## src/rtl/pipelined_control_unit_pkg.sv

```systemverilog
// Shared decode constants, ALU encodings and pipeline control bundles
// for the pipelined LEGv8 control unit.
package pipelined_control_unit_pkg;

  localparam int OP_W_C     = 11;
  localparam int ALUCTL_W_C = 4;
  localparam int ZERO_REG_C = 31;

  localparam logic [10:0] OP_LDUR     = 11'b11111000010;
  localparam logic [10:0] OP_STUR     = 11'b11111000000;
  localparam logic [10:0] OP_ADD      = 11'b10001011000;
  localparam logic [10:0] OP_SUB      = 11'b11001011000;
  localparam logic [10:0] OP_AND      = 11'b10001010000;
  localparam logic [10:0] OP_ORR      = 11'b10101010000;
  localparam logic [7:0]  OP_CBZ_PFX  = 8'b10110100;
  localparam logic [8:0]  OP_MOVZ_PFX = 9'b110100101;

  typedef enum logic [1:0] {
    ALUOP_MEM  = 2'b00,
    ALUOP_BR   = 2'b01,
    ALUOP_R    = 2'b10,
    ALUOP_MOVZ = 2'b11
  } aluop_e;

  localparam logic [3:0] ALU_AND   = 4'b0000;
  localparam logic [3:0] ALU_ORR   = 4'b0001;
  localparam logic [3:0] ALU_ADD   = 4'b0010;
  localparam logic [3:0] ALU_SUB   = 4'b0110;
  localparam logic [3:0] ALU_PASSB = 4'b0111;

  typedef struct packed {
    logic [ALUCTL_W_C-1:0] alucontrol;
    logic                  alusrc;
    logic                  movz;
  } ex_ctrl_t;

  typedef struct packed {
    logic memread;
    logic memwrite;
    logic branch;
  } mem_ctrl_t;

  typedef struct packed {
    logic regwrite;
    logic memtoreg;
  } wb_ctrl_t;

  typedef struct packed {
    ex_ctrl_t  ex;
    mem_ctrl_t mem;
    wb_ctrl_t  wb;
  } id_ex_ctrl_t;

  function automatic logic [ALUCTL_W_C-1:0] alu_control(input aluop_e op, input logic [10:0] opc);
    logic [ALUCTL_W_C-1:0] ctl;
    ctl = ALU_ADD;
    case (op)
      ALUOP_MEM:  ctl = ALU_ADD;
      ALUOP_BR:   ctl = ALU_PASSB;
      ALUOP_MOVZ: ctl = ALU_PASSB;
      ALUOP_R: begin
        case (opc)
          OP_AND:  ctl = ALU_AND;
          OP_ORR:  ctl = ALU_ORR;
          OP_SUB:  ctl = ALU_SUB;
          default: ctl = ALU_ADD;
        endcase
      end
      default: ctl = ALU_ADD;
    endcase
    return ctl;
  endfunction

endpackage

```

## src/rtl/pipelined_control_unit_forwarding_unit.sv

```systemverilog
// EX-stage forwarding select for one source operand; EX/MEM wins over MEM/WB,
// and the zero register is never forwarded.
module forwarding_unit
  import pipelined_control_unit_pkg::*;
#(
  parameter int REG_W    = 5,
  parameter int ZERO_REG = ZERO_REG_C,
  parameter int FWD_EN   = 1
) (
  input  logic             regwrite_mem,
  input  logic [REG_W-1:0] rd_mem,
  input  logic             regwrite_wb,
  input  logic [REG_W-1:0] rd_wb,
  input  logic [REG_W-1:0] rs_ex,
  output logic [1:0]       forward
);

  localparam logic [REG_W-1:0] ZR = REG_W'(ZERO_REG);

  // operand source priority select
  always_comb begin
    forward = 2'b00;
    if (FWD_EN == 0) begin
      forward = 2'b00;
    end else if (regwrite_mem && (rd_mem != ZR) && (rd_mem == rs_ex)) begin
      forward = 2'b10;
    end else if (regwrite_wb && (rd_wb != ZR) && (rd_wb == rs_ex)) begin
      forward = 2'b01;
    end else begin
      forward = 2'b00;
    end
  end

endmodule

```

## src/rtl/pipelined_control_unit.sv

```systemverilog
// Pipelined LEGv8 control: ID decode, ID/EX-EX/MEM-MEM/WB control registers,
// load-use stall, taken-branch flush and EX forwarding.
module pipelined_control_unit
  import pipelined_control_unit_pkg::*;
#(
  parameter int OP_W     = OP_W_C,
  parameter int REG_W    = 5,
  parameter int ALUCTL_W = ALUCTL_W_C,
  parameter int ZERO_REG = ZERO_REG_C,
  parameter int HAZ_EN   = 1,
  parameter int FWD_EN   = 1
) (
  input  logic                clk,
  input  logic                reset,
  input  logic [OP_W-1:0]     instr_id,
  input  logic [REG_W-1:0]    rn_id,
  input  logic [REG_W-1:0]    rm_id,
  input  logic [REG_W-1:0]    rt_id,
  input  logic                branch_taken_mem,
  output logic                reg2loc_id,
  output logic                stall_id,
  output logic                flush_ifid,
  output logic [ALUCTL_W-1:0] alucontrol_ex,
  output logic                alusrc_ex,
  output logic                movz_ex,
  output logic [1:0]          forward_a,
  output logic [1:0]          forward_b,
  output logic                memread_mem,
  output logic                memwrite_mem,
  output logic                branch_mem,
  output logic                regwrite_wb,
  output logic                memtoreg_wb,
  output logic [REG_W-1:0]    rd_wb,
  output logic                illegal_id
);

  localparam logic [REG_W-1:0] ZR = REG_W'(ZERO_REG);

  logic [10:0]       op_s;
  id_ex_ctrl_t       dec_ctrl_s;
  logic              reg2loc_s;
  logic              illegal_s;
  logic [REG_W-1:0]  rs2_id_s;
  logic              stall_s;
  logic              bubble_s;

  id_ex_ctrl_t       id_ex_r;
  logic [REG_W-1:0]  rn_ex_r, rs2_ex_r, rd_ex_r;
  mem_ctrl_t         ex_mem_mem_r;
  wb_ctrl_t          ex_mem_wb_r;
  logic [REG_W-1:0]  rd_mem_r;
  wb_ctrl_t          mem_wb_r;
  logic [REG_W-1:0]  rd_wb_r;

  assign op_s = instr_id[OP_W-1 -: 11];

  // ID opcode decode; anything unrecognised becomes an all-zero NOP
  always_comb begin
    dec_ctrl_s = '0;
    reg2loc_s  = 1'b0;
    illegal_s  = 1'b0;
    if (op_s[10:3] == OP_CBZ_PFX) begin
      reg2loc_s                   = 1'b1;
      dec_ctrl_s.mem.branch       = 1'b1;
      dec_ctrl_s.ex.alucontrol    = alu_control(ALUOP_BR, op_s);
    end else if (op_s[10:2] == OP_MOVZ_PFX) begin
      dec_ctrl_s.ex.alusrc        = 1'b1;
      dec_ctrl_s.ex.movz          = 1'b1;
      dec_ctrl_s.wb.regwrite      = 1'b1;
      dec_ctrl_s.ex.alucontrol    = alu_control(ALUOP_MOVZ, op_s);
    end else begin
      case (op_s)
        OP_LDUR: begin
          dec_ctrl_s.ex.alusrc     = 1'b1;
          dec_ctrl_s.mem.memread   = 1'b1;
          dec_ctrl_s.wb.regwrite   = 1'b1;
          dec_ctrl_s.wb.memtoreg   = 1'b1;
          dec_ctrl_s.ex.alucontrol = alu_control(ALUOP_MEM, op_s);
        end
        OP_STUR: begin
          reg2loc_s                = 1'b1;
          dec_ctrl_s.ex.alusrc     = 1'b1;
          dec_ctrl_s.mem.memwrite  = 1'b1;
          dec_ctrl_s.ex.alucontrol = alu_control(ALUOP_MEM, op_s);
        end
        OP_ADD, OP_SUB, OP_AND, OP_ORR: begin
          dec_ctrl_s.wb.regwrite   = 1'b1;
          dec_ctrl_s.ex.alucontrol = alu_control(ALUOP_R, op_s);
        end
        default: illegal_s = 1'b1;
      endcase
    end
  end

  assign rs2_id_s = reg2loc_s ? rt_id : rm_id;

  // load-use detection; a taken branch flushes the load anyway, so no stall
  always_comb begin
    stall_s = 1'b0;
    if ((HAZ_EN != 0) && !branch_taken_mem && id_ex_r.mem.memread &&
        (rd_ex_r != ZR) && ((rd_ex_r == rn_id) || (rd_ex_r == rs2_id_s))) begin
      stall_s = 1'b1;
    end else begin
      stall_s = 1'b0;
    end
  end

  assign bubble_s = stall_s | branch_taken_mem;

  // pipeline control registers
  always_ff @(posedge clk) begin
    if (reset) begin
      id_ex_r      <= '0;
      rn_ex_r      <= '0;
      rs2_ex_r     <= '0;
      rd_ex_r      <= '0;
      ex_mem_mem_r <= '0;
      ex_mem_wb_r  <= '0;
      rd_mem_r     <= '0;
      mem_wb_r     <= '0;
      rd_wb_r      <= '0;
    end else begin
      id_ex_r      <= bubble_s ? id_ex_ctrl_t'('0) : dec_ctrl_s;
      rn_ex_r      <= rn_id;
      rs2_ex_r     <= rs2_id_s;
      rd_ex_r      <= rt_id;
      ex_mem_mem_r <= branch_taken_mem ? mem_ctrl_t'('0) : id_ex_r.mem;
      ex_mem_wb_r  <= branch_taken_mem ? wb_ctrl_t'('0) : id_ex_r.wb;
      rd_mem_r     <= rd_ex_r;
      mem_wb_r     <= ex_mem_wb_r;
      rd_wb_r      <= rd_mem_r;
    end
  end

  forwarding_unit #(.REG_W(REG_W), .ZERO_REG(ZERO_REG), .FWD_EN(FWD_EN)) u_fwd_a (
    .regwrite_mem (ex_mem_wb_r.regwrite),
    .rd_mem       (rd_mem_r),
    .regwrite_wb  (mem_wb_r.regwrite),
    .rd_wb        (rd_wb_r),
    .rs_ex        (rn_ex_r),
    .forward      (forward_a)
  );

  forwarding_unit #(.REG_W(REG_W), .ZERO_REG(ZERO_REG), .FWD_EN(FWD_EN)) u_fwd_b (
    .regwrite_mem (ex_mem_wb_r.regwrite),
    .rd_mem       (rd_mem_r),
    .regwrite_wb  (mem_wb_r.regwrite),
    .rd_wb        (rd_wb_r),
    .rs_ex        (rs2_ex_r),
    .forward      (forward_b)
  );

  assign reg2loc_id    = reg2loc_s;
  assign illegal_id    = illegal_s;
  assign stall_id      = stall_s;
  assign flush_ifid    = branch_taken_mem;
  assign alucontrol_ex = ALUCTL_W'(id_ex_r.ex.alucontrol);
  assign alusrc_ex     = id_ex_r.ex.alusrc;
  assign movz_ex       = id_ex_r.ex.movz;
  assign memread_mem   = ex_mem_mem_r.memread;
  assign memwrite_mem  = ex_mem_mem_r.memwrite;
  assign branch_mem    = ex_mem_mem_r.branch;
  assign regwrite_wb   = mem_wb_r.regwrite;
  assign memtoreg_wb   = mem_wb_r.memtoreg;
  assign rd_wb         = rd_wb_r;

endmodule

```

## config.mk

```make
export PLATFORM = sky130hd
export DESIGN_NAME = pipelined_control_unit
export DESIGN_NICKNAME = d
export VERILOG_FILES = /design/src/rtl/pipelined_control_unit_pkg.sv /design/src/rtl/pipelined_control_unit_forwarding_unit.sv /design/src/rtl/pipelined_control_unit.sv
export SDC_FILE = /design/constraint.sdc
export NUM_CORES = 1
export LEC_CHECK = 0
export ABC_AREA = 1
export CAP_MARGIN = 15
export CELL_PAD_IN_SITES_DETAIL_PLACEMENT = 2
export CELL_PAD_IN_SITES_GLOBAL_PLACEMENT = 2
export CORE_UTILIZATION = 37
export CTS_CLUSTER_SIZE = 12
export DETAILED_ROUTE_END_ITERATION = 12
export DONT_BUFFER_PORTS = 1
export HOLD_SLACK_MARGIN = 0.05
export PLACE_DENSITY_LB_ADDON = 0.1
export SLEW_MARGIN = 20
export SYNTH_ARGS = -nofsm -noshare
export SYNTH_HDL_FRONTEND = slang
export SYNTH_SLANG_ARGS = --single-unit
```

## constraint.sdc

```tcl
create_clock -name clk -period 4.7 [get_ports clk]
set_input_delay 0.94 -clock clk [delete_from_list [all_inputs] [get_ports clk]]
set_output_delay 0.94 -clock clk [all_outputs]
set_load 0.03 [all_outputs]
```

==> results.sh <==
export IMPL_ys_ff_latch=40
export IMPL_cp_required_ns=3.76
export IMPL_synth_xor_area_share_pct=8.59
export IMPL_core_area_mm2=0.00488
export IMPL_nFillCells=598
export IMPL_drv_slew=0
export IMPL_die_h_um=74.4
export IMPL_antenna_left=0
export IMPL_critical_path_max_stage_delay_ns=0.25
export IMPL_crit_chain="nor2_2 > nand2_1 > nor2_2 > nand2_4 > nand2_8 > nand2_1 > nand3_1 > nand2_1 > nor2_1 > nand3_1 > nand2_1 > nand2_2 > inv_1"
export IMPL_antenna_found_initial=0
export IMPL_fmax_ghz=0.294
export IMPL_drc=0
export IMPL_synth_common_cells="56 x nor2_1, 42 x inv_1, 40 x dfxtp_1, 28 x nand2_1, 15 x nand3_1"
export IMPL_synth_mux_area_fraction_pct=0
export IMPL_rsz0062_at_grt="false"
export IMPL_die_area_mm2=0.00553
export IMPL_syn_nets=288
export IMPL_clkSlewWorstSetupHoldPaths_ns=0.08
export IMPL_cp_slowest_cell="inv_1"
export IMPL_fin_nets=288
export IMPL_hold_viol_final=0
export IMPL_min_from="id_ex_r[3]"
export IMPL_skew_ns=0.00551
export IMPL_peakVddDrop_uv=127
export IMPL_r2r_slack_ns=2.95
export IMPL_synth_adder_area_share_pct=0
export IMPL_clock_latency_ns=0.29
export IMPL_synth_most_common_cell="nor2_1"
export IMPL_crit_arrival_ns=2.46
export IMPL_whs_path_depth=2
export IMPL_relSlewSlack_pct=41.0
export IMPL_initial_core_util_pct=39.7
export IMPL_first_pass_iters=4
export IMPL_rr_endpoint="id_ex_r[2]"
export IMPL_status="finished clean"
export IMPL_synth_edf_count=0
export IMPL_grt_pass1_wl_um=8270
export IMPL_vias=1600
export IMPL_layoutNonFillerInstCount=326
export IMPL_yosys_area_top_type="dfxtp_1"
export IMPL_synth_main_ff_cell="dfxtp_1"
export IMPL_postCtsSetupBuffers=0
export IMPL_htreeDepth=2
export IMPL_tightest_slew_ns=0.878
export IMPL_vias_per_cell=4.91
export IMPL_tns_ns=0
export IMPL_setup_violations=0
export IMPL_crit_family="simple AND/OR/NAND/NOR gates"
export IMPL_drive_gt1_share_pct=11.6
export IMPL_clkSinkCount=40
export IMPL_worst_r2r_path_depth=7
export IMPL_postCtsResizedCells=0
export IMPL_ys_top_cells_by_area="dfxtp_1 41%, nor2_1 11%, inv_1 8.1%"
export IMPL_rr_startpoint="rd_ex_r[4]"
export IMPL_synth_top_family_by_area="simple AND/OR/NAND/NOR gates"
export IMPL_worstSetupPathType="in -> out"
export IMPL_drv_cap=0
export IMPL_port_buffers=0
export IMPL_yosys_cell_types_count=31
export IMPL_row_count=25
export IMPL_grt_pass1_vias=1732
export IMPL_gp_congestion=0.800
export IMPL_hold_end="memwrite_mem"
export IMPL_num_io_pins=53
export IMPL_wl_per_cell_um=16.1
export IMPL_cts_path_max_buffers=2
export IMPL_grt_usage_pct=20.9
export IMPL_total_power_uw=754
export IMPL_netlist_area_leader_share_pct=41.3
export IMPL_cpMostUsedCell="nand2_1"
export IMPL_hpwlAfterDp_um=4220
export IMPL_root_buffer="clkbuf_8"
export IMPL_yosys_warnings=0
export IMPL_hold_class="reg -> reg"
export IMPL_cts_tree="built"
export IMPL_syn_avg_cell_area_um2=7.48
export IMPL_diodes=0
export IMPL_grt_max_degree=29
export IMPL_drt_initial_drc_count=36
export IMPL_fin_crit_sh_pct=72.3
export IMPL_crit_path_max_fanout=10
export IMPL_die_x_um=74.4
export IMPL_leakage_uw=0.000949
export IMPL_syn_to_final_growth_pct=9.17
export IMPL_grt_overflow=0
export IMPL_path_buf_inv=1
export IMPL_holdBufCountCts=0
export IMPL_synth_simple_area_share_pct=35.2
export IMPL_wl_um=5250
export IMPL_netlist_area_mm2=0.00194
export IMPL_cts_made_buffers=5
export IMPL_dpl_cell_count=319
export IMPL_start_kind="input port"
export IMPL_post_route_min_period_ns=3.40
export IMPL_synth_compound_area_share_pct=4.01
export IMPL_synth_async_sr_flop_share_pct=0
export IMPL_ys_seq_area_share_pct=41.3
export IMPL_end_kind="primary output"
export IMPL_synthCells=259
export IMPL_startpoint="instr_id[1]"
export IMPL_holdWs_ns=0.414
export IMPL_power_density_mw_per_mm2=356
layout by cell type, fill, tap and decap left out, drive strengths merged, types with 2 or more instances in the layout:
| cell type | netlist | routed |
|---|---|---|
| nand3 | 17 | 17 |
| inv | 42 | 42 |
| nor3 | 5 | 5 |
| o21ai | 2 | 2 |
| nor4 | 6 | 6 |
| dfxtp | 40 | 40 |
| bufinv | 0 | 2 |
| a21oi | 3 | 3 |
| nand2 | 38 | 38 |
| nand4 | 5 | 5 |
| xnor2 | 12 | 12 |
| xor2 | 7 | 7 |
| nor2 | 60 | 60 |
| or2 | 3 | 3 |
| nand3b | 4 | 4 |
| clkbuf | 3 | 5 |
registers in the layout, summed over array words and instances (netlist names):
| signal | flops |
|---|---|
| id_ex_r | 4 |
| rs2_ex_r | 5 |
| alucontrol_ex | 3 |
| rn_ex_r | 5 |
| rd_mem_r | 5 |
| regwrite_wb | 1 |
| memtoreg_wb | 1 |
| branch_mem | 1 |
| alusrc_ex | 1 |
| rd_ex_r | 5 |
| ex_mem_wb_r | 2 |
| memwrite_mem | 1 |
| movz_ex | 1 |
| rd_wb | 5 |
routing by layer:
| layer | track usage (%) | wire, um |
|---|---|---|
| met1 | 24.8 | 2320 |
| met2 | 36.8 | 2600 |
| met3 | 5.01 | 225 |
| met4 | 7.76 | 108 |
| met5 | 0 | 0 |
worst reg2reg max path, stage by stage, from the launching register on:
cell and delay (ns):
dfxtp_1 0.44, inv_1 0.13, a2111oi_0 0.55, nand2_1 0.14, nand2_1 0.11, nand2_2 0.08
nand2_2 0.12, nor2_1 0.06
report_power, final:
part,switching [uW],internal (uW),total (uW)
Combinational,33.9,23.0,56.9
Clock,126,209,335
Sequential,13.3,349,362
Total,173,581,754
cell type report:
| type | count | area, um2 | share of cell area, % |
|---|---|---|---|
| Clock inverter | 2 | 60.1 | 2.84 |
| Clock buffer | 5 | 68.8 | 3.25 |
| Inverter | 42 | 158 | 7.46 |
| Sequential cell | 40 | 801 | 37.9 |
| Tap cell | 67 | 83.8 | 3.96 |
| Multi-Input combinational cell | 169 | 936 | 44.3 |
| Timing Repair Buffer | 1 | 7.51 | 0.355 |
stage by stage:
| stage | util (%) | cell area (um2) | setup WS [ns] |
|---|---|---|---|
| after floorplan | - | 1940 | 1.58 |
| after global placement | 40.7 | 1990 | 1.36 |
| after detailed placement | 40.7 | 1990 | 1.30 |
| after CTS | 43.3 | 2110 | 1.29 |
| after global routing | 43.3 | 2110 | 1.08 |
| final | 43.3 | 2110 | 1.30 |
cell families after synthesis:
logic type	Yosys count
xor gates and xnor gates	19
AOI/OAI and AO/OA	11
other	1
buffers and inverters	50
DFF	40
and+or+nand+nor	138
worst max-delay path by stage:
stage                     endpoint  slack [ns]  depth (start not counted)
final                     stall_id        1.30                         13
after global routing      stall_id        1.08                         13
after CTS                 stall_id        1.29                         13
after detailed placement  stall_id        1.30                         13
after global placement    stall_id        1.36                         13
after floorplan           stall_id        1.58                         13
Power figures use the tool's default switching activity.
==> RTL change: new RTL, same settings <==
`HAZ_EN`: 1 -> 0.
--- a/src/rtl/pipelined_control_unit.sv
+++ b/src/rtl/pipelined_control_unit.sv
@@ -9,3 +9,3 @@
   parameter int ZERO_REG = ZERO_REG_C,
-  parameter int HAZ_EN   = 1,
+  parameter int HAZ_EN   = 0,
   parameter int FWD_EN   = 1
Behaviour: not the same (Yosys sat finds a counterexample within 4 cycles, from zero or initial values and one cycle with reset high).
==> RTL change against the unedited design <==
  * The run now ends with DRC left
  * Combinational power down 26%
  * Worst setup slack better by 0.29 ns
  * Critical path depth decreased by 8
  * Global-route usage down 3.1 points
  * Routed wire length decreased by 24%
  * Cell area fell by 13%
  * Utilization down 1.9 points
  * Power decreased by 19%
  * Sequential cell count unchanged
  * Synthesized area is 9.7% lower
==> RTL change: results (changes against the unedited design) <==
inverters=44 (+4.8%); DR iter-0 viols=49 (+36%); synthesized area per cell=7.57 um^2 (+1.3%); P_leak=0.861 nW (-9.3%); failing checks=DRC; clock network area share=4.42% (-1.7 points); synth unique cells=23 (-26%); vias per cell=4.71 (-4.1%); DP Worst Slack=1.81 ns (+0.509 ns); worst setup path endpoint=forward_a[0]; met3 routed WL=171 um (-24%); global-route wire length before repair=6.89 mm (-17%); WL met1=1.50 mm (-35%); grt met1 use=18.0% (-6.8 points); Relative slew margins=34.5% (-6.4 points); post-layout net count=259 (-10%); via count=1327 (-17%); FF+latch count=40 (unchanged); Non-CTS buffers=0 (-1); sw power=0.144 mW (-17%); Reg2Reg Launch Point=ex_mem_wb_r[0]; vias in the first global route=1513 (-13%); comb_multi_in=139 (-18%); status=finished with violations; tightest hold margin=0.396 ns (-0.0178 ns); FF-to-FF End=memtoreg_wb; top cells by area, synth=dfxtp_1, nor2_1, inv_1; drc violations=5 (+5); Slowest Stage Delay on Critical Path=0.76 ns (+0.51 ns); dpl hpwl=3.27 mm (-22%); GR Layer Usage met2=35.6% (-1.2 points); WL final=3.98 mm (-24%); VDD IR max=128 uV (+1.3%); Total GRT Usage=17.9% (-3.1 points); r2r worst-path depth=2 (-5); Seq/Total Area, Yosys=45.8% (+4.4 points); Worst Clk Skew=0.00776 ns (+0.00225 ns)
==> RTL change: changes by cell type in the layout (fill, tap and decap cells not counted), moves of 3 or more <==
cell	unedited run	this run
nand3b_1	4	0
a21oi_1	3	6
xnor2_1	12	15
or2_2	3	0
nor4_1	5	0
nand4_1	5	2
nand2_2	6	1
nor2_1	56	47
==> RTL change: logic make-up after synthesis <==
family                    after synthesis  share of synthesized area (%)
and+or+nand+nor                       107                           28.3
buffers and inverters                  53                           12.7
DFF                                    40                           45.8
other                                   1                          0.214
xor gates and xnor gates               20                           10.0
AOI/OAI and AO/OA                      10                           3.00
==> RTL change: power by group through the flow <==
stage | Clock [mW] | Sequential, mW | Combinational, mW
global placement | 0 | 0.368 | 0.0397
floorplan | 0 | 0.366 | 0.0409
CTS | 0.219 | 0.360 | 0.0432
detailed placement | 0 | 0.368 | 0.0423
global route | 0.234 | 0.362 | 0.0482
finish | 0.209 | 0.360 | 0.0419
